===== config.mk =====
export PLATFORM = sky130hd
export DESIGN_NAME = kmer_extractor_flat
export DESIGN_NICKNAME = d
export VERILOG_FILES = /design/src/rtl/kmer_pkg.sv /design/src/rtl/kmer_extractor_if.sv /design/src/rtl/kmer_window_reg.sv /design/src/rtl/kmer_extractor.sv /design/src/flat_wrapper.sv
export SDC_FILE = /design/constraint.sdc
export NUM_CORES = 1
export LEC_CHECK = 0
export ABC_AREA = 1
export ABC_CLOCK_PERIOD_IN_PS = 3770
export BUFFER_PORTS_ARGS = -buffer_cell sky130_fd_sc_hd__buf_4
export CAP_MARGIN = 30
export CORE_MARGIN = 2
export CORE_UTILIZATION = 57
export DETAILED_ROUTE_END_ITERATION = 7
export PLACE_DENSITY = 0.86
export SYNTH_ARGS = -nofsm -noshare
export SYNTH_HDL_FRONTEND = slang
export SYNTH_HIERARCHICAL = 1
export SYNTH_SLANG_ARGS = --single-unit

===== constraint.sdc =====
create_clock -name clk -period 3.77 [get_ports clk]
set_clock_uncertainty 0.05 [all_clocks]
set_input_delay 0.754 -clock clk [delete_from_list [all_inputs] [get_ports clk]]
set_output_delay 0.754 -clock clk [all_outputs]
set_load 0.005 [all_outputs]

===== src/rtl/kmer_pkg.sv =====
// Shared definitions for the k-mer extractor: base encodings, FSM states and base helpers.
package kmer_pkg;

    localparam logic [1:0] BASE_A = 2'b00;
    localparam logic [1:0] BASE_C = 2'b01;
    localparam logic [1:0] BASE_G = 2'b10;
    localparam logic [1:0] BASE_T = 2'b11;

    typedef enum logic [1:0] {
        IDLE,
        FILL,
        STREAM
    } kmerState_t;

    // With this encoding the complement of a base is its bitwise inverse.
    function automatic logic [1:0] revcomp_base(input logic [1:0] b);
        return ~b;
    endfunction

endpackage


===== src/rtl/kmer_extractor_if.sv =====
// Base-stream input, k-mer output and per-read status bundle of the k-mer extractor.
interface kmer_extractor_if #(
    parameter int unsigned KMER_WIDTH = 45,
    parameter int unsigned POS_WIDTH  = 16
);
    logic                    baseValid;
    logic                    baseReady;
    logic [1:0]              base;
    logic                    baseN;
    logic                    sop;
    logic                    eop;
    logic [2*KMER_WIDTH-1:0] kmer;
    logic                    kmerValid;
    logic                    kmerReady;
    logic [POS_WIDTH-1:0]    kmerPos;
    logic                    readDone;
    logic [POS_WIDTH-1:0]    readKmerCount;
    logic                    protocolError;

    modport master (
        output baseValid, base, baseN, sop, eop, kmerReady,
        input  baseReady, kmer, kmerValid, kmerPos, readDone, readKmerCount, protocolError
    );

    modport slave (
        input  baseValid, base, baseN, sop, eop, kmerReady,
        output baseReady, kmer, kmerValid, kmerPos, readDone, readKmerCount, protocolError
    );
endinterface


===== src/rtl/kmer_window_reg.sv =====
// Sliding base window; with CANONICAL_KMER_EN defined it also tracks the reverse
// complement and outputs the smaller of the two.
module kmer_window_reg
    import kmer_pkg::*;
#(
    parameter int unsigned KMER_WIDTH = 45
) (
    input  logic                    clk,
    input  logic                    rst,
    input  logic                    shiftEn,
    input  logic [1:0]              baseIn,
    output logic [2*KMER_WIDTH-1:0] kmerOut
);
    logic [2*KMER_WIDTH-1:0] fwdQ;

    always_ff @(posedge clk or posedge rst) begin
        if (rst) begin
            fwdQ <= '0;
        end else if (shiftEn) begin
            fwdQ <= {fwdQ[2*KMER_WIDTH-3:0], baseIn};
        end
    end

`ifdef CANONICAL_KMER_EN
    logic [2*KMER_WIDTH-1:0] rcQ;

    // Complement enters at the top so rcQ always equals revcomp(fwdQ).
    always_ff @(posedge clk or posedge rst) begin
        if (rst) begin
            rcQ <= '0;
        end else if (shiftEn) begin
            rcQ <= {revcomp_base(baseIn), rcQ[2*KMER_WIDTH-1:2]};
        end
    end

    assign kmerOut = (rcQ < fwdQ) ? rcQ : fwdQ;
`else
    assign kmerOut = fwdQ;
`endif

endmodule


===== src/rtl/kmer_extractor.sv =====
// Frames a 2-bit base stream into per-read k-mers with positions and per-read counts.
// Define CANONICAL_KMER_EN to emit canonical (min of forward / reverse-complement) k-mers.
module kmer_extractor
    import kmer_pkg::*;
#(
    parameter int unsigned KMER_WIDTH = 45,
    parameter int unsigned POS_WIDTH  = 16
) (
    input logic              clk,
    input logic              rst,
    kmer_extractor_if.slave  bus
);
    localparam int unsigned    CntW    = $clog2(KMER_WIDTH + 1);
    localparam logic [CntW-1:0] CntFull = CntW'(KMER_WIDTH);

    kmerState_t           stateQ, stateD;
    logic [CntW-1:0]      winCntQ, winCntD;
    logic [POS_WIDTH-1:0] basePosQ, basePosD;
    logic [POS_WIDTH-1:0] kmerCntQ, kmerCntD;
    logic                 kmerValidQ, kmerValidD;
    logic [POS_WIDTH-1:0] kmerPosQ, kmerPosD;
    logic                 readDoneQ, readDoneD;
    logic [POS_WIDTH-1:0] readKmerCountQ, readKmerCountD;
    logic                 protoErrQ, protoErrD;

    logic                 baseReady;
    logic                 accept;
    logic                 shiftEn;
    logic                 emit;
    logic [CntW-1:0]      curCnt;
    logic [POS_WIDTH-1:0] curPos;
    logic [POS_WIDTH-1:0] curKmers;

    kmer_window_reg #(
        .KMER_WIDTH (KMER_WIDTH)
    ) u_window (
        .clk     (clk),
        .rst     (rst),
        .shiftEn (shiftEn),
        .baseIn  (bus.base),
        .kmerOut (bus.kmer)
    );

    always_ff @(posedge clk or posedge rst) begin
        if (rst) begin
            stateQ         <= IDLE;
            winCntQ        <= '0;
            basePosQ       <= '0;
            kmerCntQ       <= '0;
            kmerValidQ     <= 1'b0;
            kmerPosQ       <= '0;
            readDoneQ      <= 1'b0;
            readKmerCountQ <= '0;
            protoErrQ      <= 1'b0;
        end else begin
            stateQ         <= stateD;
            winCntQ        <= winCntD;
            basePosQ       <= basePosD;
            kmerCntQ       <= kmerCntD;
            kmerValidQ     <= kmerValidD;
            kmerPosQ       <= kmerPosD;
            readDoneQ      <= readDoneD;
            readKmerCountQ <= readKmerCountD;
            protoErrQ      <= protoErrD;
        end
    end

    always_comb begin
        stateD         = stateQ;
        winCntD        = winCntQ;
        basePosD       = basePosQ;
        kmerCntD       = kmerCntQ;
        kmerValidD     = kmerValidQ;
        kmerPosD       = kmerPosQ;
        readDoneD      = 1'b0;
        readKmerCountD = readKmerCountQ;
        protoErrD      = protoErrQ;
        shiftEn        = 1'b0;
        emit           = 1'b0;
        curCnt         = winCntQ;
        curPos         = basePosQ;
        curKmers       = kmerCntQ;

        baseReady = ~kmerValidQ | bus.kmerReady;
        accept    = bus.baseValid & baseReady;

        if (kmerValidQ && bus.kmerReady) begin
            kmerValidD = 1'b0;
        end

        if (accept) begin
            if (stateQ == IDLE && !bus.sop) begin
                protoErrD = 1'b1;
            end else begin
                // A new sop restarts the read even if one is in flight.
                if (bus.sop) begin
                    if (stateQ != IDLE) begin
                        protoErrD = 1'b1;
                    end
                    curCnt   = '0;
                    curPos   = '0;
                    curKmers = '0;
                end

                basePosD = (curPos == '1) ? curPos : curPos + POS_WIDTH'(1);

                if (bus.baseN) begin
                    winCntD = '0;
                    stateD  = FILL;
                end else begin
                    shiftEn = 1'b1;
                    winCntD = (curCnt == CntFull) ? CntFull : curCnt + CntW'(1);
                    if (winCntD == CntFull) begin
                        emit   = 1'b1;
                        stateD = STREAM;
                    end else begin
                        stateD = FILL;
                    end
                end

                kmerCntD = curKmers;
                if (emit) begin
                    kmerCntD   = (curKmers == '1) ? curKmers : curKmers + POS_WIDTH'(1);
                    kmerValidD = 1'b1;
                    kmerPosD   = curPos - POS_WIDTH'(KMER_WIDTH - 1);
                end

                if (bus.eop) begin
                    readDoneD      = 1'b1;
                    readKmerCountD = kmerCntD;
                    stateD         = IDLE;
                end
            end
        end
    end

    assign bus.baseReady     = baseReady;
    assign bus.kmerValid     = kmerValidQ;
    assign bus.kmerPos       = kmerPosQ;
    assign bus.readDone      = readDoneQ;
    assign bus.readKmerCount = readKmerCountQ;
    assign bus.protocolError = protoErrQ;

endmodule


===== src/flat_wrapper.sv =====
// flat-port wrapper written by rule: the top's interface ports become plain ports
module kmer_extractor_flat import kmer_pkg::*;
#(
    parameter int unsigned KMER_WIDTH = 45,
    parameter int unsigned POS_WIDTH  = 16
)
  (clk, rst, bus_baseValid, bus_base, bus_baseN, bus_sop, bus_eop, bus_kmerReady, bus_baseReady, bus_kmer, bus_kmerValid, bus_kmerPos, bus_readDone, bus_readKmerCount, bus_protocolError);
  kmer_extractor_if #(.KMER_WIDTH(KMER_WIDTH), .POS_WIDTH(POS_WIDTH)) bus_i ();
  input logic clk;
  input logic rst;
  input wire logic [$bits(bus_i.baseValid)-1:0] bus_baseValid;
  input wire logic [$bits(bus_i.base)-1:0] bus_base;
  input wire logic [$bits(bus_i.baseN)-1:0] bus_baseN;
  input wire logic [$bits(bus_i.sop)-1:0] bus_sop;
  input wire logic [$bits(bus_i.eop)-1:0] bus_eop;
  input wire logic [$bits(bus_i.kmerReady)-1:0] bus_kmerReady;
  output wire logic [$bits(bus_i.baseReady)-1:0] bus_baseReady;
  output wire logic [$bits(bus_i.kmer)-1:0] bus_kmer;
  output wire logic [$bits(bus_i.kmerValid)-1:0] bus_kmerValid;
  output wire logic [$bits(bus_i.kmerPos)-1:0] bus_kmerPos;
  output wire logic [$bits(bus_i.readDone)-1:0] bus_readDone;
  output wire logic [$bits(bus_i.readKmerCount)-1:0] bus_readKmerCount;
  output wire logic [$bits(bus_i.protocolError)-1:0] bus_protocolError;
  assign bus_i.baseValid = bus_baseValid;
  assign bus_i.base = bus_base;
  assign bus_i.baseN = bus_baseN;
  assign bus_i.sop = bus_sop;
  assign bus_i.eop = bus_eop;
  assign bus_i.kmerReady = bus_kmerReady;
  assign bus_baseReady = bus_i.baseReady;
  assign bus_kmer = bus_i.kmer;
  assign bus_kmerValid = bus_i.kmerValid;
  assign bus_kmerPos = bus_i.kmerPos;
  assign bus_readDone = bus_i.readDone;
  assign bus_readKmerCount = bus_i.readKmerCount;
  assign bus_protocolError = bus_i.protocolError;
  kmer_extractor #(.KMER_WIDTH(KMER_WIDTH), .POS_WIDTH(POS_WIDTH)) u_core (.clk(clk), .rst(rst), .bus(bus_i));
endmodule

Word-level counts from Yosys, hierarchy flattened. Cells that the tools add are included. Widths: inputs -> output; s select.

Logic and storage cells: 67. Output and inout port bits: 126. Bits of input ports: 9. Bits in registers: 165.

Reductions and logical operators: 11. Bitwise operators: 4. Muxes and demuxes: 34. Equal/unequal tests: 4. Add/subtract/negate cells: 4.

Operators by type and width (count): $mux 16 (9); $add 16x1->16 const B (2); $eq 16x16->1 const B (2); $mux 6 (5); $mux 1 (17); $sub 16x6->16 const B (1); $eq 6x6->1 const B (2); $reduce_and 3->1 (3); $add 6x1->6 const B (1); $mux 2 (3); $reduce_bool 2->1 (3); $logic_and 1x1->1 (2); $logic_not 2->1 (1); $not 1->1 (2); $reduce_and 2->1 (1); $and 1x1->1 (1); $logic_not 1->1 (1); $or 1x1->1 (1).

Depth between registers and ports, before layout. Gate-level depths: netlist (run 1).

Depth in word-level cells: 14. Mapped depth: 17. Mapped depth without buffers: 16.

Hierarchy. The synthesis (run 1) kept the hierarchy.

Modules (own cells, without submodules): kmer_extractor (instances 1, seq. area each 1876.8 µm², cells an instance 696, area each 4733.3 µm²); kmer_window_reg (instances 1, seq. area each 2252.2 µm², cells an instance 381, area each 3804.9 µm²).

Worst setup path before layout (run 1). No wires, ideal clock.

Path type: input to register. Start point: input port bus_sop. End point: register u_core.u_window.fwdQ[0] (netlist: u_core/u_window/kmerOut[0]). Library setup time: 115 ps. Path slack: 1080 ps. Stages: 13. Path buffers: 5. Required time: 3605 ps. Arrival time: 2525 ps. Cells stage by stage: inv_4 -> buf_6 -> buf_4 -> buf_2 -> ha_1 -> nor2_2 -> inv_2 -> nor2_1 -> buf_6 -> inv_12 -> buf_12 -> nand2_2 -> nand2_2.

Word-level cells in the longest chain between the ends: 4.

RTL lines: start: declaration (RTL line flat_wrapper.sv:14) `input wire logic [$bits(bus_i.sop)-1:0] bus_sop;`; $logic_not 1->1 (RTL line kmer_extractor.sv:92) `if (stateQ == IDLE && !bus.sop) begin`; $logic_and 1x1->1 (RTL line kmer_extractor.sv:92); $mux 1 (RTL line kmer_extractor.sv:92); $mux 1 (RTL line kmer_extractor.sv:91) `if (accept) begin`; via u_core.shiftEn (RTL line kmer_extractor.sv:28) `logic shiftEn;`; end signal: assignment (RTL line kmer_window_reg.sv:20) `fwdQ <= {fwdQ[2*KMER_WIDTH-3:0], baseIn};`; end: declaration (RTL line kmer_window_reg.sv:14) `logic [2*KMER_WIDTH-1:0] fwdQ;`.

The timed path passes the listed nets, and every way through them passes these cells. A chain may end at the register's enable or synchronous reset.

Final worst setup path (run 1).
Start point: input port bus_sop. End point: register u_core.basePosQ[0].

Word-level cells in the longest chain between the ends: 5. Elaborated cells on any way between the ends: 10. Classes of those cells: add/sub: 1; eq/ne: 1; mux: 4; bitwise: 1; reduce/logical: 3.

RTL lines: $mux 16 (RTL line kmer_extractor.sv:96) `if (bus.sop) begin`; $mux 16 (RTL line kmer_extractor.sv:92); $mux 16 (RTL line kmer_extractor.sv:91); $add 16x1->16 / $eq 16x16->1 (equally long branches) (RTL line kmer_extractor.sv:105) `basePosD = (curPos == '1) ? curPos : curPos + POS_WIDTH'(1);`; $mux 16 (RTL line kmer_extractor.sv:105); end signal: assignment (RTL line kmer_extractor.sv:58) `basePosQ <= basePosD;`; end: declaration (RTL line kmer_extractor.sv:18) `logic [POS_WIDTH-1:0] basePosQ, basePosD;`.

Parallel ways exist; a longest one is shown, timed or not. The select of a mux whose other input is x is not followed.

==> out/results.txt, run 1 <==
Rows: 44
Die Span X: 126 µm
synthesized area: 8540 µm²
PortBufs: 134
CP Launch Type: input pin
CP Capture Type: flop
grt ovf: 0
syn_area_per_cell: 7.93 µm²
GRT Total Usage: 25.4%
leading area contributor after synthesis: dfrtp_1
Post-Synth Simple-Gate Area: 37.8%
clk sinks: 165
Clock Latency Late Sink: 0.43 ns
fin nets: 1,213
mux contribution to synthesized area: 0%
placed cell count: 1,363
share of layout cells above drive strength 1: 25.7%
YS warnings: 6
wire per inst: 14.1 µm
WP data required: 4.07 ns
Max Clk Rate: 375 MHz
CP max FO: 36
clock slew at reported path FFs: 0.06 ns
unrepaired setup endpoints after global routing: false
antenna cells: 0
H-tree levels: 4
Fillers: 1,212
initial antenna violation count: 0
setup TNS: 0 ns
Pwr Total: 4.17 mW
Async S/R FF share, synth: 100%
GPL Wtd Cong: 0.999
Post-Synth XOR/XNOR Area: 2.07%
Compound-Gate Fraction of Synth Area: 2.93%
Area growth, synth to finish: 18.0%
count leader, synth: nand2_1
Die Y: 126 µm
wire length on met3: 1260 µm
HP Class: in2async
Yosys cell types: 37
Peak VDD IR: 0.303 mV
met2 WL: 9380 µm
Final Hold Vio Count: 0
Inserted Clock Buffers: 17
detailed-route via count: 7,267
total die area: 16,000 µm²
dominant synthesized flop cell: dfrtp_1
top layer in use: met4
final WL: 19,600 µm
WS Path Type: in2reg
Cell Pwr Density: 414 nW/µm²
vias per cell: 5.21
core area: 14,600 µm²
fin cells: 1,395
Design Area, Final: 10,100 µm²
Final Max Tran Viols: 0
area share of fa/ha/maj cells after synthesis: 0.879%
HPWL after DPL: 13,200 µm
Tcrit/Tclk final: 70.7%
final setup fails: 0
area of the multi-input gates: 3740 µm²
largest net degree at the start of global routing: 91
Max-slew headroom: 42.2%
DP Area: 9490 µm²
CTS Hold Bufs: 0
vias in the first global route: 7,102
Seq cells post-synth: 165
status: completed
residual DRC count: 0
Area contributors post-synth: dfrtp_1, nand2_1, nand2_2, nand3_1, inv_1
number of detailed-route iterations in the first pass: 6
post-route ant nets: 0
P_leak: 5.61 nW
CTS tree: yes
FF+latch area: 4130 µm²
top cell type's share of synthesized area: 48.4%
Longest Clk Path Bufs: 2
setup bufs post-CTS: 0
Post-synth EDFFs: 0
CTS root buffer: clkbuf_16
Least-Margin Pin Slew: 0.867 ns
cts repair resizes: 0
number of DRC markers in iteration 0: 697
Ports: 135
Initial Util: 58.5%
Max-Cap Viols: 0
Tmin final: 2.67 ns
Synthesized Nets: 1,092
synthesized instance count: 1,077
routed metal-1 wirelength: 8730 µm
largest family of logic cells by synthesized area: simple AND/OR/NAND/NOR gates
most frequent cells after synthesis: nand2_1, dfrtp_1, nand2_2
Seq/Total Area, Yosys: 48.4%
arrival time worst endpoint: 2.97 ns
global-route wire length before repair: 33,600 µm
-- layer usage --
layer | track usage, % | vias up
met3 | 4.60 | 23
met4 | 8.14 | 0
li1 | - | 3585
met2 | 40.9 | 261
met5 | 0 | -
met1 | 35.4 | 3398
-- power by group --
part	internal, mW	total [mW]	switching [mW]	leakage [nW]
logic	0.202	0.467	0.265	3.06
clock network	0.949	1.71	0.764	0.276
registers	1.88	1.99	0.113	2.28
total	3.03	4.17	1.14	5.61
-- worst max-delay path, cell delays in order --
cell	delay, ns
buf_4	0.20
inv_4	0.35
nand2_1	0.17
inv_2	0.10
ha_1	0.28
nand2_1	0.15
inv_1	0.07
nand4_1	0.14
nor3_2	0.23
nand2_1	0.21
nand2_1	0.13
xor2_1	0.15
-- final cells by class --
cell class / count / area share, %
sequential: 165 / 41.0
multi-input combinational: 795 / 37.1
timing repair buffer: 142 / 10.8
clock buffer: 19 / 4.40
inverter: 77 / 3.03
tap: 184 / 2.28
clock inverter: 13 / 1.40
-- through the flow --
stage	util, %	worst slack [ns]	hold slack [ns]
finish	69.1	1.10	0.314
global placement	65.1	0.777	0.415
global route	69.1	0.951	0.350
detailed placement	65.1	0.695	0.416
floorplan	-	0.631	0.399
CTS	69.1	1.14	0.329
-- flip-flops by register name, summed over array words and instances, names as in the netlist --
name                      count
u_core/bus.protocolError      1
u_core/stateQ                 2
u_core/winCntQ                6
u_core/u_window/kmerOut      90
u_core/basePosQ              16
u_core/bus.readKmerCount     16
u_core/bus.readDone           1
u_core/bus.kmerValid          1
u_core/bus.kmerPos           16
u_core/kmerCntQ              16
-- cells in the final DEF, fill, tap and decap left out, drive strengths merged, types with 3 or more instances in the layout --
| master | synthesis | final |
|---|---|---|
| nand2 | 560 | 560 |
| dfrtp | 165 | 165 |
| buf | 34 | 142 |
| inv | 77 | 82 |
| nand3 | 73 | 73 |
| nor2 | 62 | 62 |
| o21ai | 36 | 36 |
| clkbuf | 6 | 19 |
| xor2 | 17 | 17 |
| nand4 | 16 | 16 |
| nor3 | 11 | 11 |
| ha | 6 | 6 |
| a21oi | 4 | 4 |
| clkinv | 0 | 4 |
| clkinvlp | 0 | 3 |
-- cells by family after synthesis --
group,Yosys count
compound gates,47
xor+xnor,18
fa+ha+maj,6
buf+inv,117
flops,165
simple gates,724
-- worst paths after layout --
| path | startpoint | end | slack, ns | cells after the start |
|---|---|---|---|---|
| worst min-delay path | rst | u_core/winCntQ[2]$_DFFE_PP0P_ | 0.31 | 2 |
| worst min register to register | u_core/bus.readKmerCount[2]$_DFFE_PP0P_ | u_core/bus.readKmerCount[2]$_DFFE_PP0P_ | 0.43 | 2 |
| min in group clk | u_core/bus.readKmerCount[2]$_DFFE_PP0P_ | u_core/bus.readKmerCount[2]$_DFFE_PP0P_ | 0.43 | 2 |
| max in group asynchronous | rst | u_core/u_window/kmerOut[1]$_DFFE_PP0P_ | 2.54 | 3 |
| worst max register to register | u_core/kmerCntQ[0]$_DFFE_PP0P_ | u_core/kmerCntQ[10]$_DFFE_PP0P_ | 1.36 | 15 |
| worst max-delay path | bus_sop | u_core/basePosQ[0]$_DFFE_PP0P_ | 1.10 | 12 |
(Power assumes the default switching activity.)
==> run 2, diff against run 1 <==
--- a/config.mk
+++ b/config.mk
@@ -5,14 +5,14 @@
 export SDC_FILE = /design/constraint.sdc
 export NUM_CORES = 1
 export LEC_CHECK = 0
-export ABC_AREA = 1
-export ABC_CLOCK_PERIOD_IN_PS = 3770
+export ABC_AREA = 0
+export ABC_CLOCK_PERIOD_IN_PS = 2660
 export BUFFER_PORTS_ARGS = -buffer_cell sky130_fd_sc_hd__buf_4
 export CAP_MARGIN = 30
 export CORE_MARGIN = 2
 export CORE_UTILIZATION = 57
 export DETAILED_ROUTE_END_ITERATION = 7
-export PLACE_DENSITY = 0.86
+export PLACE_DENSITY = 0.87
 export SYNTH_ARGS = -nofsm -noshare
 export SYNTH_HDL_FRONTEND = slang
 export SYNTH_HIERARCHICAL = 1
==> constraint.sdc (replaced) <==
create_clock -name clk -period 2.66 [get_ports clk]
set_clock_uncertainty 0.05 [all_clocks]
set_input_delay 0.532 -clock clk [delete_from_list [all_inputs] [get_ports clk]]
set_output_delay 0.532 -clock clk [all_outputs]
set_load 0.005 [all_outputs]
==> run 2 against run 1 <==
Compared with the run above:
- synthesized cell count fell by 39%
- area after synthesis is 6.6% lower
- highest routed layer unchanged
- clock-buffer cell count fell by 1
- critical path type is now reg2reg
- critical endpoint is now u_core/kmerCntQ[8]$_DFFE_PP0P_
==> out/results.txt, run 2 <==
Inserted Clock Buffers: 17 (unchanged)
dominant synthesized flop cell: dfrtp_1
GPL Wtd Cong: 0.851 (-15%)
core area: 13,800 µm² (-5.6%)
number of detailed-route iterations in the first pass: 6 (unchanged)
met1 Use GR: 34.2% (-1.2 points)
Seq/Total Area, Yosys: 51.8% (+3.4 points)
final WL: 20,200 µm (+3.0%)
wire per inst: 19.7 µm (+40%)
H-tree levels: 4 (unchanged)
leading area contributor after synthesis: dfrtp_1
count leader, synth: dfrtp_1
CP Capture Type: flop
antenna cells: 0 (unchanged)
Max-Cap Viols: 0 (unchanged)
Least-Margin Pin Slew: 0.734 ns (-0.134 ns)
Post-Synth XOR/XNOR Area: 2.64% (+0.57 points)
PortBufs: 134 (unchanged)
arrival time worst endpoint: 2.86 ns (-0.11 ns)
CTS root buffer: clkbuf_16
synthesized area: 7970 µm² (-6.6%)
Die Y: 122 µm (-3.3%)
clock slew at reported path FFs: 0.07 ns (about the same)
Yosys cell types: 59 (+59%)
Post-synth EDFFs: 0 (unchanged)
top cell type's share of synthesized area: 51.8% (+3.4 points)
Tcrit/Tclk final: 98.0%
largest net degree at the start of global routing: 76 (-16%)
Post-Synth Simple-Gate Area: 13.3% (-25 points)
most frequent cells in the layout: buf_4, dfrtp_1, mux2_4
max reg flops: 90 (unchanged)
Final Hold Vio Count: 0 (unchanged)
HPWL after DPL: 13,100 µm (-0.85%)
met2 GRT Util: 44.7% (+3.8 points)
number of DRC markers in iteration 0: 711 (+2.0%)
mux contribution to synthesized area: 17.7% (+18 points)
total die area: 15,000 µm² (-6.4%)
Area contributors post-synth: dfrtp_1, mux2_4, nand2_1, buf_12, nor2_1
vias per cell: 5.98 (+15%)
fin cells: 1,025 (-27%)
fin nets: 847 (-30%)
global-route wire length before repair: 31,200 µm (-7.2%)
Synthesized Nets: 671 (-39%)
commonest non-fill, non-tap cell in the layout: buf_4
post-route ant nets: 0 (unchanged)
Compound-Gate Fraction of Synth Area: 9.15% (+6.2 points)
CP Launch Type: flop
clk sinks: 165 (unchanged)
Tmin final: 2.61 ns
syn_area_per_cell: 12.2 µm² (+53%)
Final Max Tran Viols: 0 (unchanged)
Rows: 43 (-2.3%)
area share of fa/ha/maj cells after synthesis: 0.941% (+0.062 points)
Seq cells post-synth: 165 (unchanged)
synthesized instance count: 656 (-39%)
Max Clk Rate: 384 MHz
final setup fails: 0 (unchanged)
Die Span X: 122 µm (-3.3%)
met3 usage: 6.32% (+1.7 points)
GR peak layer: met2
Initial Util: 57.9% (-0.63 points)
Slowest-stage cell, CP: or4b_4
Finished Core Util: 74.8% (+5.7 points)
initial antenna violation count: 0 (unchanged)
unrepaired setup endpoints after global routing: true
crit path cell chain: nand2_4 -> inv_2 -> ha_4 -> or4b_4 -> a31oi_4 -> o22ai_4 -> or3_4 -> buf_6 -> o311ai_4 -> o31ai_2
CTS tree: yes
Longest Clk Path Bufs: 2 (unchanged)
placed cell count: 987 (-28%)
most frequent cells after synthesis: dfrtp_1, mux2_4, nand2_1
P_leak: 5.04 nW (-10%)
Peak VDD IR: 0.487 mV (+61%)
Area growth, synth to finish: 29.2%
vias in the first global route: 6,127 (-14%)
Clock Latency Late Sink: 0.42 ns (about the same)
WS Path Type: reg2reg
residual DRC count: 0 (unchanged)
WP data required: 2.91 ns (-1.16 ns)
CTS Hold Bufs: 0 (unchanged)
YS warnings: 6 (unchanged)
CP max FO: 6 (-83%)
GRT Total Usage: 26.8% (+1.4 points)
largest family of logic cells by synthesized area: multiplexers
detailed-route via count: 6,130 (-16%)
Max-slew headroom: 51.0% (+8.8 points)
Async S/R FF share, synth: 100% (unchanged)
Ports: 135 (unchanged)
status: completed
share of layout cells above drive strength 1: 43.4% (+18 points)
critical path's largest stage delay: 0.54 ns (+0.19 ns)
grt ovf: 0 (unchanged)
Cell Pwr Density: 626 nW/µm² (+51%)
HP Class: in2async
## run 2: cell types whose count changed after synthesis, sizes merged, moves of 21 or more
cell / delta
nand3: -48
clkbuf: +22
inv: -67
mux2: +95
a31oi: +21
nand2: -502
## run 2: cells by family (layout without fill, tap and decap cells)
logic type      after synthesis  count (layout)
compound gates              107             107
xor+xnor                     24              24
fa+ha+maj                     6               6
buf+inv                      54             243
flops                       165             165
mux                          95              95
simple gates                205             205
## run 2: layer usage
layer  share of wire (%)  vias up
li1                    -     2718
met1                  41     3067
met2                  50      290
met3                 6.6       55
met4                 2.4        0
met5                   0        -
## run 2: final cells by class
cell class | count | area (µm²)
sequential | 165 | 4130
tap | 180 | 225
clock buffer | 18 | 439
timing repair buffer | 201 | 1650
fill | 863 | 3470
multi-input combinational | 437 | 3680
inverter | 10 | 46.3
clock inverter | 14 | 126
## run 2: repair_timing
item,CTS,global route
endpoints found under the setup margin,3,28
resized for setup,7,11
endpoints found under the hold margin,0,0
pin swaps,5,8
cloned,0,1
buffers inserted,5,1
## run 2: power by group
part	total, mW	internal, mW	switching [mW]
clock	2.37	1.32	1.05
sequential	2.99	2.75	0.240
combinational	1.09	0.656	0.429
total	6.44	4.73	1.72
## run 2: final timing paths
path                                                     startpoint                                       end  slack [ns]  cells past startpoint
hold reg to reg            u_core/bus.readKmerCount[12]$_DFFE_PP0P_  u_core/bus.readKmerCount[12]$_DFFE_PP0P_        0.44                      2
setup / recovery                      u_core/winCntQ[1]$_DFFE_PP0P_            u_core/kmerCntQ[8]$_DFFE_PP0P_        0.05                     10
setup reg to reg                      u_core/winCntQ[1]$_DFFE_PP0P_            u_core/kmerCntQ[8]$_DFFE_PP0P_        0.05                     10
min in group clk                                        bus_base[0]    u_core/u_window/kmerOut[0]$_DFFE_PP0P_        0.29                      2
max in group asynchronous                                       rst   u_core/u_window/kmerOut[49]$_DFFE_PP0P_        1.69                      3
hold / removal                                                  rst        u_core/bus.kmerPos[14]$_DFFE_PP0P_        0.15                      3
## run 2: worst max-delay path: cells and delay by family, from the launching register on
| family | cells | cell delay [ns] |
|---|---|---|
| flip-flops | 1 | 0.41 |
| buffers and inverters | 2 | 0.19 |
| AO/OA/AOI/OAI | 4 | 0.65 |
| AND/OR/NAND/NOR | 3 | 1.02 |
| adder cells (fa/ha/maj) | 1 | 0.15 |
## run 2: stage by stage
stage	worst slack [ns]	TNS [ns]	area (µm²)	hold slack (ns)	power, mW
after floorplan	-0.566	-45.92	8190	0.401	3.55
after global placement	-0.216	-2.97	9590	0.411	4.01
after detailed placement	-0.293	-5.44	9590	0.427	4.09
after CTS	0.00550	0	10200	0.177	6.49
after global routing	-0.0260	-0.163	10300	0.185	6.71
final	0.0536	0	10300	0.151	6.44
